$ cat config.mk
export PLATFORM = sky130hd
export DESIGN_NAME = pipe_ctrl
export DESIGN_NICKNAME = d
export VERILOG_FILES = /design/src/rtl/pipe_ctrl.sv
export SDC_FILE = /design/constraint.sdc
export NUM_CORES = 1
export LEC_CHECK = 0
export ABC_CLOCK_PERIOD_IN_PS = 8119
export CAP_MARGIN = 20
export CORE_MARGIN = 8
export CORE_UTILIZATION = 40
export DETAILED_ROUTE_END_ITERATION = 8
export PLACE_DENSITY = 0.67
export SLEW_MARGIN = 0
export SYNTH_ARGS = -nofsm -noshare
export SYNTH_HDL_FRONTEND = slang
export SYNTH_SLANG_ARGS = --single-unit
$ cat constraint.sdc
create_clock -name clk -period 8.12 [get_ports clk]
set_clock_uncertainty 0.15 [all_clocks]
set_input_delay 2.436 -clock clk [delete_from_list [all_inputs] [get_ports clk]]
set_output_delay 2.436 -clock clk [all_outputs]
set_load 0.03 [all_outputs]
$ cat src/rtl/pipe_ctrl.sv
// Stall/flush controller for the 5-stage F/D/E/M/W core, with a stale-fetch tracker and saturating perf counters.
// Latency: pipeline enables, flushes and redirect are combinational from the inputs and state (0 cycles); counters update on the next edge.
// Backpressure: cache waits and mul/div freeze the relevant stages, and those freezes take priority over branch redirects.
module pipe_ctrl #(
  parameter int CNT_W = 32
) (
  input  logic             clk,
  input  logic             reset,
  input  logic             i_busy,
  input  logic             d_busy,
  input  logic             muldiv_busy,
  input  logic             load_use,
  input  logic             br_mispred,
  input  logic             exc_valid,
  output logic             en_fd,
  output logic             en_de,
  output logic             en_em,
  output logic             en_mw,
  output logic             flush_fd,
  output logic             flush_de,
  output logic             flush_em,
  output logic             flush_mw,
  output logic             redirect,
  output logic             redirect_exc,
  output logic             fetch_discard,
  output logic [CNT_W-1:0] stall_cnt,
  output logic [CNT_W-1:0] flush_cnt
);

  typedef enum logic {
    RUN   = 1'b0,
    DRAIN = 1'b1
  } state_t;

  state_t state, state_nxt;

  // Set once a mispredicted branch has redirected.
  // Later cycles with the same branch still held must not pulse redirect again.
  logic br_seen, br_seen_nxt;
  logic br_row;
  logic f_busy;

  // While draining, F behaves as if the fetch were still outstanding.
  assign f_busy = i_busy | (state == DRAIN);

  // Priority arbitration of pipeline enables/flushes and the redirect pulse
  always_comb begin
    en_fd        = 1'b1;
    en_de        = 1'b1;
    en_em        = 1'b1;
    en_mw        = 1'b1;
    flush_fd     = 1'b0;
    flush_de     = 1'b0;
    flush_em     = 1'b0;
    flush_mw     = 1'b0;
    redirect     = 1'b0;
    redirect_exc = 1'b0;
    br_row       = 1'b0;
    if (reset) begin
      en_fd    = 1'b0;
      en_de    = 1'b0;
      en_em    = 1'b0;
      en_mw    = 1'b0;
      flush_fd = 1'b1;
      flush_de = 1'b1;
      flush_em = 1'b1;
      flush_mw = 1'b1;
    end else if (exc_valid) begin
      flush_fd     = 1'b1;
      flush_de     = 1'b1;
      flush_em     = 1'b1;
      flush_mw     = 1'b1;
      redirect     = 1'b1;
      redirect_exc = 1'b1;
    end else if (d_busy) begin
      en_fd = 1'b0;
      en_de = 1'b0;
      en_em = 1'b0;
      en_mw = 1'b0;
    end else if (muldiv_busy) begin
      en_fd    = 1'b0;
      en_de    = 1'b0;
      en_em    = 1'b0;
      flush_em = 1'b1;
    end else if (br_mispred) begin
      // The delay slot in D is kept; only the instruction in F is killed.
      br_row   = 1'b1;
      flush_fd = 1'b1;
      redirect = !br_seen;
    end else if (load_use) begin
      en_fd    = 1'b0;
      en_de    = 1'b0;
      flush_de = 1'b1;
    end else if (f_busy) begin
      flush_fd = 1'b1;
    end
  end

  // Stale-fetch tracking: next state, discard flag and branch-seen bookkeeping
  always_comb begin
    state_nxt     = state;
    fetch_discard = (state == DRAIN) && !reset;
    br_seen_nxt   = br_mispred && !exc_valid && (br_seen || br_row);
    case (state)
      RUN:     if (redirect && i_busy) state_nxt = DRAIN;
      // Only one response can be outstanding, so a redirect here changes nothing.
      DRAIN:   if (!i_busy) state_nxt = RUN;
      default: state_nxt = RUN;
    endcase
  end

  // State register and saturating performance counters
  always_ff @(posedge clk) begin
    if (reset) begin
      state     <= RUN;
      br_seen   <= 1'b0;
      stall_cnt <= '0;
      flush_cnt <= '0;
    end else begin
      state   <= state_nxt;
      br_seen <= br_seen_nxt;
      if (!en_fd && (stall_cnt != {CNT_W{1'b1}}))
        stall_cnt <= stall_cnt + CNT_W'(1);
      if (redirect && (flush_cnt != {CNT_W{1'b1}}))
        flush_cnt <= flush_cnt + CNT_W'(1);
    end
  end

endmodule
==> results_dict.tcl <==
set metrics [dict create \
    syn_inst 416 \
    synth.area.mux_share 0.0124 \
    p_leak_uw 0.00131 \
    cp-end-kind "output port" \
    relSlewSlack 0.484 \
    async_flop_share 0 \
    fin_crit_ps 7260 \
    synthesis.area_um2 3430 \
    cts_buffers 9 \
    crit_arrival_ps 4670 \
    synth_simple_gate_area_frac 0.286 \
    synth_xor_area_frac 0.0102 \
    fin_crit_sh 0.894 \
    hold_viol 0 \
    avgSynthCellArea_um2 8.25 \
    vdd_drop_max_mv 0.0911 \
    grt_first_pass_wirelength_mm 15.8 \
    setup_tns_ps 0 \
    syn_nets 426 \
    ys_warn_count 0 \
    cts_resized 0 \
    clockBufferDepth 2 \
    setup-violations-final 0 \
    synth_adder_area_share 0.00729 \
    synthTopCellsByArea "dfxtp_1, a21oi_1, o31ai_1, or4_1, or3_1" \
    status "finished clean" \
    wl_met1_mm 4.46 \
    synth_top_area_cell "dfxtp_1" \
    rows 33 \
    crit_end "en_fd" \
    startpoint "d_busy" \
    synth-seq-area-share 0.385 \
    reg2reg_depth 7 \
    fin_util 0.547 \
    drtAntennaViolNets 0 \
    yosys-top-cells-count "dfxtp_1, a21oi_1, o31ai_1" \
    hold_buffers 0 \
    clk_latency_ps 330 \
    drtPass1Iterations 5 \
    die-width_um 109 \
    grt_setup_unrepaired "no" \
    grt_usage 0.162 \
    cts_tree "built" \
    top_layer "met4" \
    cap_violations 0 \
    post_drt_wl_per_cell_um 16.2 \
    path_class "in2out" \
    grt_overflow 0 \
    reg2reg_to "flush_cnt[29]" \
    synth_compound_area_frac 0.250 \
    ys.flop_type "dfxtp_1" \
    crit_path_max_fanout 10 \
    yosysTopAreaCellShare 0.385 \
    wl_mm 9.75 \
    via_count 3589 \
    cp.required_ps 5530 \
    cellPowerDensity_nw_per_um2 148 \
    n_antenna_cell 0 \
    grt_max_degree 39 \
    fp.dieArea_um2 11800 \
    cts_max_level 3 \
    clk_pin_slew_ps 70 \
    first_iter_violations 213 \
    syn_to_final_growth_pct 31.7 \
    fmax_mhz 138 \
    antenna_found_initial 0 \
    nets 502 \
    drc 0 \
    place_ws_ps 894 \
    chipHeight_um 109 \
    dp_hpwl_mm 7.03 \
    r2r_start "flush_cnt[0]" \
    ios 83 \
    slew_viol_final 0 \
    synth_cell_types 50 \
    startpoint_type "primary input" \
    hold_path_class "reg2reg" \
    layout_setup_ws_ps 859 \
    routed-wl-met3_um 656 \
    yosysMostFrequentCell "dfxtp_1" \
    synth-seq-cells 66 \
    synth_top_family_by_area "simple AND/OR/NAND/NOR gates" \
    cts_root_buffer "clkbuf_8" \
    post-cts-setup-buffers 0 \
    io_buffer_count 82 \
    fillers 794 \
    layout-drive-gt1-share 0.0644 \
    route.met2.wl_mm 4.50 \
    synth_edf_count 0 \
    drt-vias-per-instance 5.96 \
    worst_pin_slew_ps 766 \
    r2r_slack_ps 5100 \
    initial_core_util 0.416 \
    grt_pass1_vias 3373 \
    cts.sinks 66 \
    core_area_um2 8260 \
    routabilityCongestion 0.817 \
]
placed cells by master (no fill, tap or decap), types with 3 or more instances in the layout:
cell type and count:
clkdlybuf4s50_1 81, dfxtp_1 66, a21oi_1 53, o31ai_1 29
nand2_1 29, or4_1 28, o21ai_0 26, or3_1 25
nor2_1 21, nand3_1 20, nand4_1 18, inv_1 14
clkbuf_8 13, nor3_1 6, nor4_1 5, nor2b_1 4
and3_1 4, o21a_1 4, xor2_1 4, and4_1 3
buf_4 3
cells by family after synthesis:
group | count (synthesis)
AND/OR/NAND/NOR | 172
multiplexers | 4
AO/OA/AOI/OAI | 133
flip-flops | 66
buffers and inverters | 35
adder cells (fa/ha/maj) | 2
XOR/XNOR | 4
layer usage:
metal | up-vias | GRT usage
li1 | 1771 | -
met1 | 1700 | 0.205
met2 | 107 | 0.260
met3 | 11 | 0.0378
met4 | 0 | 0.0684
met5 | - | 0
sequential cells by signal, indices dropped and copies added, names as in the netlist:
name,count
stall_cnt,32
flush_cnt,32
br_seen,1
state,1
critical path: stages:
cell and delay (ps):
clkdlybuf4s50_1 480, nor2_1 310, a21oi_1 180, nor2_1 480, clkdlybuf4s50_1 790
through the flow:
step / hold WS (ps) / total power [uW] / instance area [um2] / instances
after floorplan: 324 / 365 / 3430 / 416
after global placement: 326 / 382 / 4300 / 585
after detailed placement: 335 / 382 / 4300 / 585
after CTS: 346 / 677 / 4510 / 601
after global routing: 378 / 694 / 4520 / 602
final: 347 / 670 / 4520 / 602
final cells by class:
| type | instances | area, um2 | area share |
|---|---|---|---|
| Timing Repair Buffer | 86 | 843 | 0.187 |
| Tap cell | 105 | 131 | 0.0291 |
| Multi-Input combinational cell | 315 | 1950 | 0.432 |
| Clock buffer | 15 | 186 | 0.0413 |
| Inverter | 14 | 52.6 | 0.0116 |
| Clock inverter | 1 | 30.0 | 0.00664 |
| Sequential cell | 66 | 1320 | 0.292 |
worst min path at each step:
stage | to | startpoint | depth (start not counted)
2_1_floorplan | br_seen | br_seen | 1
3_3_place_gp | flush_cnt[7] | flush_cnt[7] | 2
3_5_place_dp | stall_cnt[31] | stall_cnt[31] | 2
4_1_cts | stall_cnt[31] | stall_cnt[31] | 2
5_1_grt | stall_cnt[31] | stall_cnt[31] | 2
6_report | stall_cnt[31] | stall_cnt[31] | 2
where the power goes:
group	switching [uW]	internal [uW]
clock	119	176
combinational	29.8	16.8
sequential	2.96	326
(Power assumes the default switching activity.)
